## src/rtl/proc_pkg.sv

```systemverilog
// Shared definitions for the multi-cycle processor core: opcode encodings and FSM states.
// Optional feature macro: PROC_MUL_EN (iterative shift-add multiply on opcode 7).
package proc_pkg;

    localparam int unsigned OP_W = 4;

    localparam logic [OP_W-1:0] OP_ADD  = 4'd0;
    localparam logic [OP_W-1:0] OP_SUB  = 4'd1;
    localparam logic [OP_W-1:0] OP_AND  = 4'd2;
    localparam logic [OP_W-1:0] OP_OR   = 4'd3;
    localparam logic [OP_W-1:0] OP_XOR  = 4'd4;
    localparam logic [OP_W-1:0] OP_NOTA = 4'd5;
    localparam logic [OP_W-1:0] OP_MOVA = 4'd6;
    localparam logic [OP_W-1:0] OP_MUL  = 4'd7;
    localparam logic [OP_W-1:0] OP_SLTU = 4'd8;

    typedef enum logic [1:0] {
        S_IDLE = 2'd0,
        S_READ = 2'd1,
        S_EXEC = 2'd2,
        S_WB   = 2'd3
    } state_t;

endpackage

```

## src/rtl/proc_regfile.sv

```systemverilog
// Architectural register file: two asynchronous read ports, one synchronous write port.
// R0 always reads as zero and ignores writes; async active-low clear of all entries.
module proc_regfile #(
    parameter int unsigned DATA_W = 8,
    parameter int unsigned NREGS  = 8
) (
    input  logic                       clk,
    input  logic                       rst_n,
    input  logic [$clog2(NREGS)-1:0]   i_raddr_a,
    input  logic [$clog2(NREGS)-1:0]   i_raddr_b,
    output logic [DATA_W-1:0]          o_rdata_a,
    output logic [DATA_W-1:0]          o_rdata_b,
    input  logic                       i_we,
    input  logic [$clog2(NREGS)-1:0]   i_waddr,
    input  logic [DATA_W-1:0]          i_wdata
);

    localparam int unsigned RA_W = $clog2(NREGS);

    logic [DATA_W-1:0] r_mem [NREGS];

    // Storage update: clear on reset, single write port, R0 never written
    always_ff @(posedge clk or negedge rst_n) begin
        if (!rst_n) begin
            for (int i = 0; i < int'(NREGS); i++) begin
                r_mem[i] <= '0;
            end
        end else if (i_we && (i_waddr != RA_W'(0))) begin
            r_mem[i_waddr] <= i_wdata;
        end
    end

    // Asynchronous reads with R0 forced to zero
    always_comb begin
        o_rdata_a = (i_raddr_a == RA_W'(0)) ? '0 : r_mem[i_raddr_a];
        o_rdata_b = (i_raddr_b == RA_W'(0)) ? '0 : r_mem[i_raddr_b];
    end

endmodule

```

## src/rtl/proc_multicycle_core.sv

```systemverilog
// Multi-cycle register-register processor core: IDLE -> READ -> EXEC -> WB per instruction.
// Optional macro PROC_MUL_EN: opcode 7 becomes a DATA_W-cycle shift-add multiply;
// without it opcode 7 is a NOP and EXEC is always a single cycle.
module proc_multicycle_core
    import proc_pkg::*;
#(
    parameter int unsigned DATA_W = 8,
    parameter int unsigned NREGS  = 8
) (
    input  logic                       clk,
    input  logic                       rst_n,
    input  logic                       in_valid,
    output logic                       in_ready,
    input  logic [3:0]                 opcode,
    input  logic [$clog2(NREGS)-1:0]   rs,
    input  logic [$clog2(NREGS)-1:0]   rt,
    input  logic [$clog2(NREGS)-1:0]   rd,
    output logic                       out_valid,
    output logic [DATA_W-1:0]          out_result,
    output logic                       out_zero,
    output logic                       out_carry,
    output logic                       busy
);

    localparam int unsigned RA_W = $clog2(NREGS);
`ifdef PROC_MUL_EN
    localparam int unsigned CNT_W = $clog2(DATA_W + 1);
    localparam int unsigned PRD_W = 2 * DATA_W;
`endif

    state_t            r_state;
    logic [OP_W-1:0]   r_op;
    logic [RA_W-1:0]   r_rs;
    logic [RA_W-1:0]   r_rt;
    logic [RA_W-1:0]   r_rd;
    logic [DATA_W-1:0] r_a;
    logic [DATA_W-1:0] r_b;
    logic [DATA_W-1:0] r_result;
    logic              r_zero;
    logic              r_carry;
    logic              r_out_valid;
    logic              r_busy;
    logic              r_in_ready;
    logic              r_wr_en;

`ifdef PROC_MUL_EN
    logic [PRD_W-1:0]  r_acc;
    logic [PRD_W-1:0]  r_mcd;
    logic [DATA_W-1:0] r_mpl;
    logic [CNT_W-1:0]  r_cnt;
    logic [PRD_W-1:0]  w_acc_next;
`endif

    logic [DATA_W-1:0] w_rdata_a;
    logic [DATA_W-1:0] w_rdata_b;
    logic              w_we;
    logic [DATA_W:0]   w_sum;
    logic [DATA_W:0]   w_diff;
    logic [DATA_W-1:0] w_alu_res;
    logic              w_alu_carry;
    logic              w_alu_wr;

    assign w_we = (r_state == S_WB) && r_wr_en;

    proc_regfile #(
        .DATA_W (DATA_W),
        .NREGS  (NREGS)
    ) u_regfile (
        .clk       (clk),
        .rst_n     (rst_n),
        .i_raddr_a (r_rs),
        .i_raddr_b (r_rt),
        .o_rdata_a (w_rdata_a),
        .o_rdata_b (w_rdata_b),
        .i_we      (w_we),
        .i_waddr   (r_rd),
        .i_wdata   (r_result)
    );

    // Single-cycle ALU on latched operands; w_alu_wr marks ops that update the regfile
    always_comb begin
        w_sum       = {1'b0, r_a} + {1'b0, r_b};
        w_diff      = {1'b0, r_a} - {1'b0, r_b};
        w_alu_res   = '0;
        w_alu_carry = 1'b0;
        w_alu_wr    = 1'b0;
        case (r_op)
            OP_ADD: begin
                w_alu_res   = w_sum[DATA_W-1:0];
                w_alu_carry = w_sum[DATA_W];
                w_alu_wr    = 1'b1;
            end
            OP_SUB: begin
                w_alu_res   = w_diff[DATA_W-1:0];
                w_alu_carry = w_diff[DATA_W];
                w_alu_wr    = 1'b1;
            end
            OP_AND: begin
                w_alu_res = r_a & r_b;
                w_alu_wr  = 1'b1;
            end
            OP_OR: begin
                w_alu_res = r_a | r_b;
                w_alu_wr  = 1'b1;
            end
            OP_XOR: begin
                w_alu_res = r_a ^ r_b;
                w_alu_wr  = 1'b1;
            end
            OP_NOTA: begin
                w_alu_res = ~r_a;
                w_alu_wr  = 1'b1;
            end
            OP_MOVA: begin
                w_alu_res = r_a;
                w_alu_wr  = 1'b1;
            end
            OP_SLTU: begin
                w_alu_res = DATA_W'(r_a < r_b);
                w_alu_wr  = 1'b1;
            end
            default: begin
                w_alu_res   = '0;
                w_alu_carry = 1'b0;
                w_alu_wr    = 1'b0;
            end
        endcase
    end

`ifdef PROC_MUL_EN
    // One shift-add step: add the shifted multiplicand when the current multiplier bit is set
    always_comb begin
        w_acc_next = r_acc + (r_mpl[0] ? r_mcd : '0);
    end
`endif

    // Instruction sequencer with registered handshake, status and result outputs
    always_ff @(posedge clk or negedge rst_n) begin
        if (!rst_n) begin
            r_state     <= S_IDLE;
            r_op        <= '0;
            r_rs        <= '0;
            r_rt        <= '0;
            r_rd        <= '0;
            r_a         <= '0;
            r_b         <= '0;
            r_result    <= '0;
            r_zero      <= 1'b0;
            r_carry     <= 1'b0;
            r_out_valid <= 1'b0;
            r_busy      <= 1'b0;
            r_in_ready  <= 1'b1;
            r_wr_en     <= 1'b0;
`ifdef PROC_MUL_EN
            r_acc       <= '0;
            r_mcd       <= '0;
            r_mpl       <= '0;
            r_cnt       <= '0;
`endif
        end else begin
            r_out_valid <= 1'b0;
            case (r_state)
                S_IDLE: begin
                    if (in_valid) begin
                        r_op       <= opcode;
                        r_rs       <= rs;
                        r_rt       <= rt;
                        r_rd       <= rd;
                        r_busy     <= 1'b1;
                        r_in_ready <= 1'b0;
                        r_state    <= S_READ;
                    end
                end
                S_READ: begin
                    r_a     <= w_rdata_a;
                    r_b     <= w_rdata_b;
`ifdef PROC_MUL_EN
                    r_acc   <= '0;
                    r_mcd   <= PRD_W'(w_rdata_a);
                    r_mpl   <= w_rdata_b;
                    r_cnt   <= '0;
`endif
                    r_state <= S_EXEC;
                end
                S_EXEC: begin
`ifdef PROC_MUL_EN
                    if (r_op == OP_MUL) begin
                        r_acc <= w_acc_next;
                        r_mcd <= r_mcd << 1;
                        r_mpl <= r_mpl >> 1;
                        r_cnt <= r_cnt + CNT_W'(1);
                        if (r_cnt == CNT_W'(DATA_W - 1)) begin
                            r_result    <= w_acc_next[DATA_W-1:0];
                            r_zero      <= (w_acc_next[DATA_W-1:0] == '0);
                            r_carry     <= |w_acc_next[PRD_W-1:DATA_W];
                            r_wr_en     <= 1'b1;
                            r_out_valid <= 1'b1;
                            r_state     <= S_WB;
                        end
                    end else
`endif
                    begin
                        r_result    <= w_alu_res;
                        r_zero      <= (w_alu_res == '0);
                        r_carry     <= w_alu_carry;
                        r_wr_en     <= w_alu_wr;
                        r_out_valid <= 1'b1;
                        r_state     <= S_WB;
                    end
                end
                S_WB: begin
                    r_wr_en    <= 1'b0;
                    r_busy     <= 1'b0;
                    r_in_ready <= 1'b1;
                    r_state    <= S_IDLE;
                end
                default: begin
                    r_state <= S_IDLE;
                end
            endcase
        end
    end

    assign in_ready   = r_in_ready;
    assign busy       = r_busy;
    assign out_valid  = r_out_valid;
    assign out_result = r_result;
    assign out_zero   = r_zero;
    assign out_carry  = r_carry;

endmodule

```

## config.mk

```make
export PLATFORM = sky130hd
export DESIGN_NAME = proc_multicycle_core
export DESIGN_NICKNAME = d
export VERILOG_FILES = /design/src/rtl/proc_pkg.sv /design/src/rtl/proc_regfile.sv /design/src/rtl/proc_multicycle_core.sv
export SDC_FILE = /design/constraint.sdc
export NUM_CORES = 1
export LEC_CHECK = 0
export CAP_MARGIN = 20
export CELL_PAD_IN_SITES_DETAIL_PLACEMENT = 2
export CELL_PAD_IN_SITES_GLOBAL_PLACEMENT = 2
export CORE_MARGIN = 2
export CORE_UTILIZATION = 40
export DETAILED_ROUTE_END_ITERATION = 12
export PLACE_DENSITY_LB_ADDON = 0.1
export SLEW_MARGIN = 15
export SYNTH_ARGS = -nofsm -noshare
export SYNTH_HDL_FRONTEND = slang
export SYNTH_SLANG_ARGS = --single-unit
```

## constraint.sdc

```tcl
create_clock -name clk -period 3.2 [get_ports clk]
set_input_delay 0.64 -clock clk [delete_from_list [all_inputs] [get_ports clk]]
set_output_delay 0.64 -clock clk [all_outputs]
set_load 0.01 [all_outputs]
```

After elaboration in Yosys (flattened, before gate mapping)

Cells that the tools add are included.

Add/sub/neg operators: 2
$lt $le $gt $ge: 5
Equality and inequality tests: 11
Multiplexer cells: 22
Bitwise operators: 7
Reduce and logical (&&, ||, !) cells: 14

Operators by type and width:

| kind                                                                  | count |
|---|---|
| 64-bit bitwise mux                                                    | 1 |
| 8-bit case mux with 8 select lines                                    | 1 |
| 8-bit 2-to-1 mux                                                      | 7 |
| 8-bit binary-select mux with 3-bit select                             | 2 |
| 8-bit demux with 3-bit select                                         | 1 |
| 4-bit by 3-bit equality test with 1-bit output, second input constant | 3 |
| 4-bit greater-or-equal comparator, second input constant              | 3 |
| 3-bit inverter with 4-bit output                                      | 3 |
| 8-bit by 8-bit adder with 9-bit output                                | 1 |
| 8-bit by 8-bit subtractor with 9-bit output                           | 1 |
| 8-bit AND                                                             | 1 |
| 4-bit by 2-bit equality test with 1-bit output, second input constant | 2 |
| 8-bit logical NOT                                                     | 1 |
| 8-bit less-than comparator                                            | 1 |
| 8-bit inverter                                                        | 1 |
| 8-bit bitwise OR                                                      | 1 |
| 1-bit case mux with 2 select lines                                    | 4 |
| 2-bit case mux with 4 select lines                                    | 1 |
| 8-bit OR reduction                                                    | 1 |
| 8-bit bitwise XOR                                                     | 1 |
| 3-bit logical NOT                                                     | 2 |
| 2-bit equality test, second input constant                            | 2 |
| 4-bit by 1-bit equality test with 1-bit output, second input constant | 1 |
| 4-bit equality test, second input constant                            | 1 |
| 11 further kinds                                                      | 18 |

Bits in registers: 109
Input port bits: 16
Output and inout bits: 13

Longest topological paths before layout

Depth after elaboration: 6
Mapped depth: 11
Depth with buffers taken out: 11

Modules after synthesis

Synthesis repeated with hierarchy kept, for this count alone.

Cells, all modules: 571
Area total of the unflattened synthesis: 6241.0 um2

By module, submodules not included:

| module               | instances | cells an instance | area each (um2) | sequential area each (um2) |
|---|---|---|---|---|
| proc_regfile         | 1         | 238               | 3190.6          | 1401.3 |
| proc_multicycle_core | 1         | 333               | 3050.4          | 1127.3 |

Worst setup path before layout

Ideal clock, no wire load.

Path type: register to register
Start point: reg r_a[3]
End point: reg r_zero (netlist: out_zero)
Setup time: 0.101 ns
Data arrival time: 2.270 ns
Required time: 3.099 ns
Path slack: 0.829 ns
Cell stages (with the launch flop): 11
Cells stage by stage: dfrtp_1 > inv_1 > ha_1 > buf_2 > nor3_1 > nand2_1 > a2111oi_0 > o22ai_1 > a2111oi_0 > nand4b_1 > o32ai_1

Longest elaborated chain between the ends: 3
Elaborated cells between the ends (all ways): 9
Classes of those cells: add/sub: 2; order compare: 1; mux: 1; bitwise: 4; reduce/logical: 1

Ends and longest elaborated chain:

| what                                                                      | line                        | source |
|---|---|---|
| start, declared                                                           | proc_multicycle_core.sv:36  | `logic [DATA_W-1:0] r_a;` |
| start signal, assigned                                                    | proc_multicycle_core.sv:175 | `r_a <= w_rdata_a;` |
| 8-bit by 8-bit subtractor with 9-bit output, or another cell as far along | proc_multicycle_core.sv:83  | `w_diff = {1'b0, r_a} - {1'b0, r_b};` |
| 8-bit case mux with 8 select lines (*)                                    | proc_multicycle_core.sv:87  | `case (r_op)` |
| 8-bit logical NOT (*)                                                     | proc_multicycle_core.sv:204 | `r_zero <= (w_alu_res == '0);` |
| end signal, assigned                                                      | proc_multicycle_core.sv:204 |  |
| end, declared                                                             | proc_multicycle_core.sv:39  | `logic r_zero;` |

Every way passes the cells marked *; elsewhere a longest branch is shown, timed or not.
A chain may end at the register's enable or synchronous reset.

Worst setup path after layout

Start point: reg r_a[4]
End point: reg r_zero (netlist: out_zero)

Same word-level chain as after synthesis.

==> results.yml <==
outcome:
  status: "complete, no violations"
finish:
  diodes: 0
  final_cells: 783
  nNetsFinal: 642
  fillers: 1496
  drive_above_1_share_pct: 24.5
  finalInstanceArea_mm2: 0.00689
  final_util_pct: 47.1
  mostFrequentLayoutCells: "dfrtp_1 (100), mux2_2 (91), nand2_1 (49)"
  final_common_cell: "dfrtp_1"
  area_delta_synth_final_pct: 13.7
yosys:
  synth_xor_area_share_pct: 0.289
  synth.distinct_cells: 54
  synth_top_family_by_area: "multiplexers"
  ys_seq_elements: 101
  yosys.area_share.simple_pct: 9.37
  synthAdderAreaFrac_pct: 6.85
  ys.flop_type: "dfrtp_1"
  syn_area_per_cell_um2: 10.6
  ys_async_sr_fraction_pct: 100
  synthCells: 570
  syn_area_mm2: 0.00606
  syn_nets: 618
  yosys_warnings: 0
  yosysSeqAreaShare_pct: 41.7
  synth_edf_count: 0
  synth_compound_area_share_pct: 14.1
  muxShareOfSynthArea_pct: 23.5
power:
  fin_total_pwr_w: 0.00685
  ir_drop_mv: 0.527
  p_leak_nw: 2.98
  cellPowerDensity_mw_per_mm2: 994
critical_path:
  crit_arrival_ns: 3.13
  rr_worst_depth: 9
  reg2reg_to: "out_zero$_DFFE_PN0P_"
  cpPeakStageDelay_ns: 0.46
  critPathCaptureType: "flip-flop"
  worstSetupStartpointType: "flip-flop"
  ff2ff_setup_slack_ns: 0.31
  crit_start: "r_a[4]$_DFFE_PN0N_"
  crit_chain: "inv_1, ha_1, nor3_1, nand2_1, a2111oi_1, o22ai_1, a2111oi_0, nand4b_1, o32ai_1"
  cpMaxStageDelayCell: "ha_1"
  crit_fanout: 10
  worst-setup-path-type: "reg -> reg"
  r2r-start: "r_a[4]$_DFFE_PN0N_"
  required_ns: 3.45
timing:
  final.setup.tns_ns: 0
  min_period_ns: 2.89
  max_freq_mhz: 347
  slew_violations: 0
  fin_crit_sh_pct: 90.2
  skew_ns: 0.0117
  rsz0062_at_grt: "false"
  worstMarginPinSlew_ns: 0.937
  final-setup-viol-count: 0
  slew_headroom_pct: 37.5
  hold_violations: 0
detailed_routing:
  dr.pass1.iters: 4
  met3_length_um: 511
  routed_wirelength_um: 18500
  routed.top_layer: "met4"
  drc: 0
  ant_nets: 0
  dr_wl_met2_um: 9300
  wl_per_cell_um: 23.6
  viasPerCell: 5.93
  drt-initial-drc-count: 191
  wl_met1_um: 8280
  vias: 4646
clock_tree:
  cts-buffers-inserted: 9
  cts_htree_levels: 3
  clock-root-buffer: "clkbuf_16"
  cts.sinks: 101
  hold_buffers: 0
  cts.reportedPaths.clkPinSlew_ns: 0.07
  worstSkewPairLatency_ns: 0.36
  cts_tree: "yes"
  clockBufferDepth: 2
die:
  dieArea_mm2: 0.0162
  chipHeight_um: 127
  initial_core_util_pct: 41.4
  core_mm2: 0.0146
  dieWidth_um: 127
  rows: 44
  io_pins: 29
job:
  cap_violations: 0
place:
  placed_cells: 767
  hpwl_um: 13700
  routabilityCongestion: 0.897
  io_buffer_count: 28
  post_dp_cell_area_mm2: 0.00659
global_routing:
  antenna_found_initial: 0
  grt_pass1_wl_um: 30000
  track_usage_pct: 24.1
  grt_pass1_vias: 5181
  overflow: 0
  grt_max_degree: 54
min_path:
  min_path_type: "in -> async"
per-stage QoR:
stage / setup WS, ns / hold WS, ns
2_1_floorplan: 0.829 / 0.344
4_1_cts: 0.322 / 0.338
3_3_place_gp: 0.631 / 0.500
3_5_place_dp: 0.347 / 0.514
5_1_grt: 0.0207 / 0.355
6_report: 0.314 / 0.325
cell usage after synthesis, types with 3 or more instances:
master | count | area [um^2]
or3_1 | 3 | 18.8
o221ai_1 | 4 | 35.0
nor2_1 | 33 | 124
a22oi_1 | 14 | 105
nor2b_1 | 8 | 50.1
o22ai_1 | 5 | 31.3
o21ai_0 | 44 | 220
a21oi_1 | 28 | 140
buf_2 | 8 | 40.0
nand2_1 | 49 | 184
o21a_1 | 4 | 30.0
mux4_2 | 16 | 360
nand2b_1 | 7 | 43.8
clkbuf_1 | 21 | 78.8
o31ai_1 | 4 | 30.0
a211oi_1 | 3 | 22.5
mux2_2 | 91 | 1020
ha_1 | 30 | 375
dfrtp_1 | 100 | 2500
a31oi_1 | 4 | 25.0
inv_1 | 30 | 113
buf_1 | 4 | 15.0
nand3_1 | 9 | 45.0
nor3_1 | 6 | 30.0
o311ai_0 | 3 | 26.3
mux2i_1 | 4 | 40.0
o32ai_1 | 3 | 26.3
metal layers:
metal / track usage [%] / vias to the layer above
li1: - / 2108
met1: 31.6 / 2442
met2: 41.4 / 67
met3: 4.44 / 29
met4: 6.27 / 0
met5: 0 / -
registers in the layout, indices dropped and copies added (netlist names):
| register | cells |
|---|---|
| r_op | 4 |
| out_result | 8 |
| r_b | 8 |
| out_zero | 1 |
| in_ready | 1 |
| r_rt | 3 |
| out_carry | 1 |
| r_a | 8 |
| r_wr_en | 1 |
| u_regfile.r_mem | 56 |
| out_valid | 1 |
| r_rs | 3 |
| r_state | 2 |
| r_rd | 3 |
| busy | 1 |
layout make-up:
type / instances / area [um^2] / share of cell area [%]
Clock buffer: 10 / 239 / 3.47
Tap cell: 184 / 230 / 3.34
Inverter: 31 / 116 / 1.69
Timing Repair Buffer: 47 / 433 / 6.28
Clock inverter: 6 / 63.8 / 0.926
Multi-Input combinational cell: 404 / 3280 / 47.6
Sequential cell: 101 / 2530 / 36.7
cell families (layout without fill, tap and decap cells):
family,Yosys count,after routing
compound gates,134,134
xor+xnor,2,2
fa+ha+maj,32,32
buf+inv,65,94
flops,101,101
mux,111,111
simple gates,125,125
repair_timing:
item,CTS,global route
gates resized for setup,0,1
buffers inserted,0,0
endpoints found under the setup margin,0,1
hold endpoints to repair,0,0
how the worst max path moves through the flow:
| stage | endpoint | slack, ns | depth (start not counted) |
|---|---|---|---|
| floorplan | out_zero$_DFFE_PN0P_ | 0.83 | 10 |
| global placement | out_zero$_DFFE_PN0P_ | 0.63 | 9 |
| detailed placement | out_zero$_DFFE_PN0P_ | 0.35 | 9 |
| CTS | out_zero$_DFFE_PN0P_ | 0.32 | 9 |
| global route | out_zero$_DFFE_PN0P_ | 0.02 | 9 |
| finish | out_zero$_DFFE_PN0P_ | 0.31 | 9 |
power breakdown:
group | total (W) | internal (W) | switching (W) | leakage [nW]
registers | 0.00245 | 0.00174 | 0.000704 | 1.34
clock network | 0.00111 | 0.000571 | 0.000536 | 0.146
logic | 0.00330 | 0.00153 | 0.00177 | 1.49
total | 0.00685 | 0.00384 | 0.00301 | 2.98
worst max-delay path: cells and delay by family (launching register included):
family                     cells  cell delay [ns]
and+or+nand+nor                3             0.52
buffers and inverters          1             0.11
DFF                            1             0.43
adders and majority gates      1             0.46
AOI/OAI and AO/OA              4             1.25
Note: power is estimated with default switching activity, not from simulation.
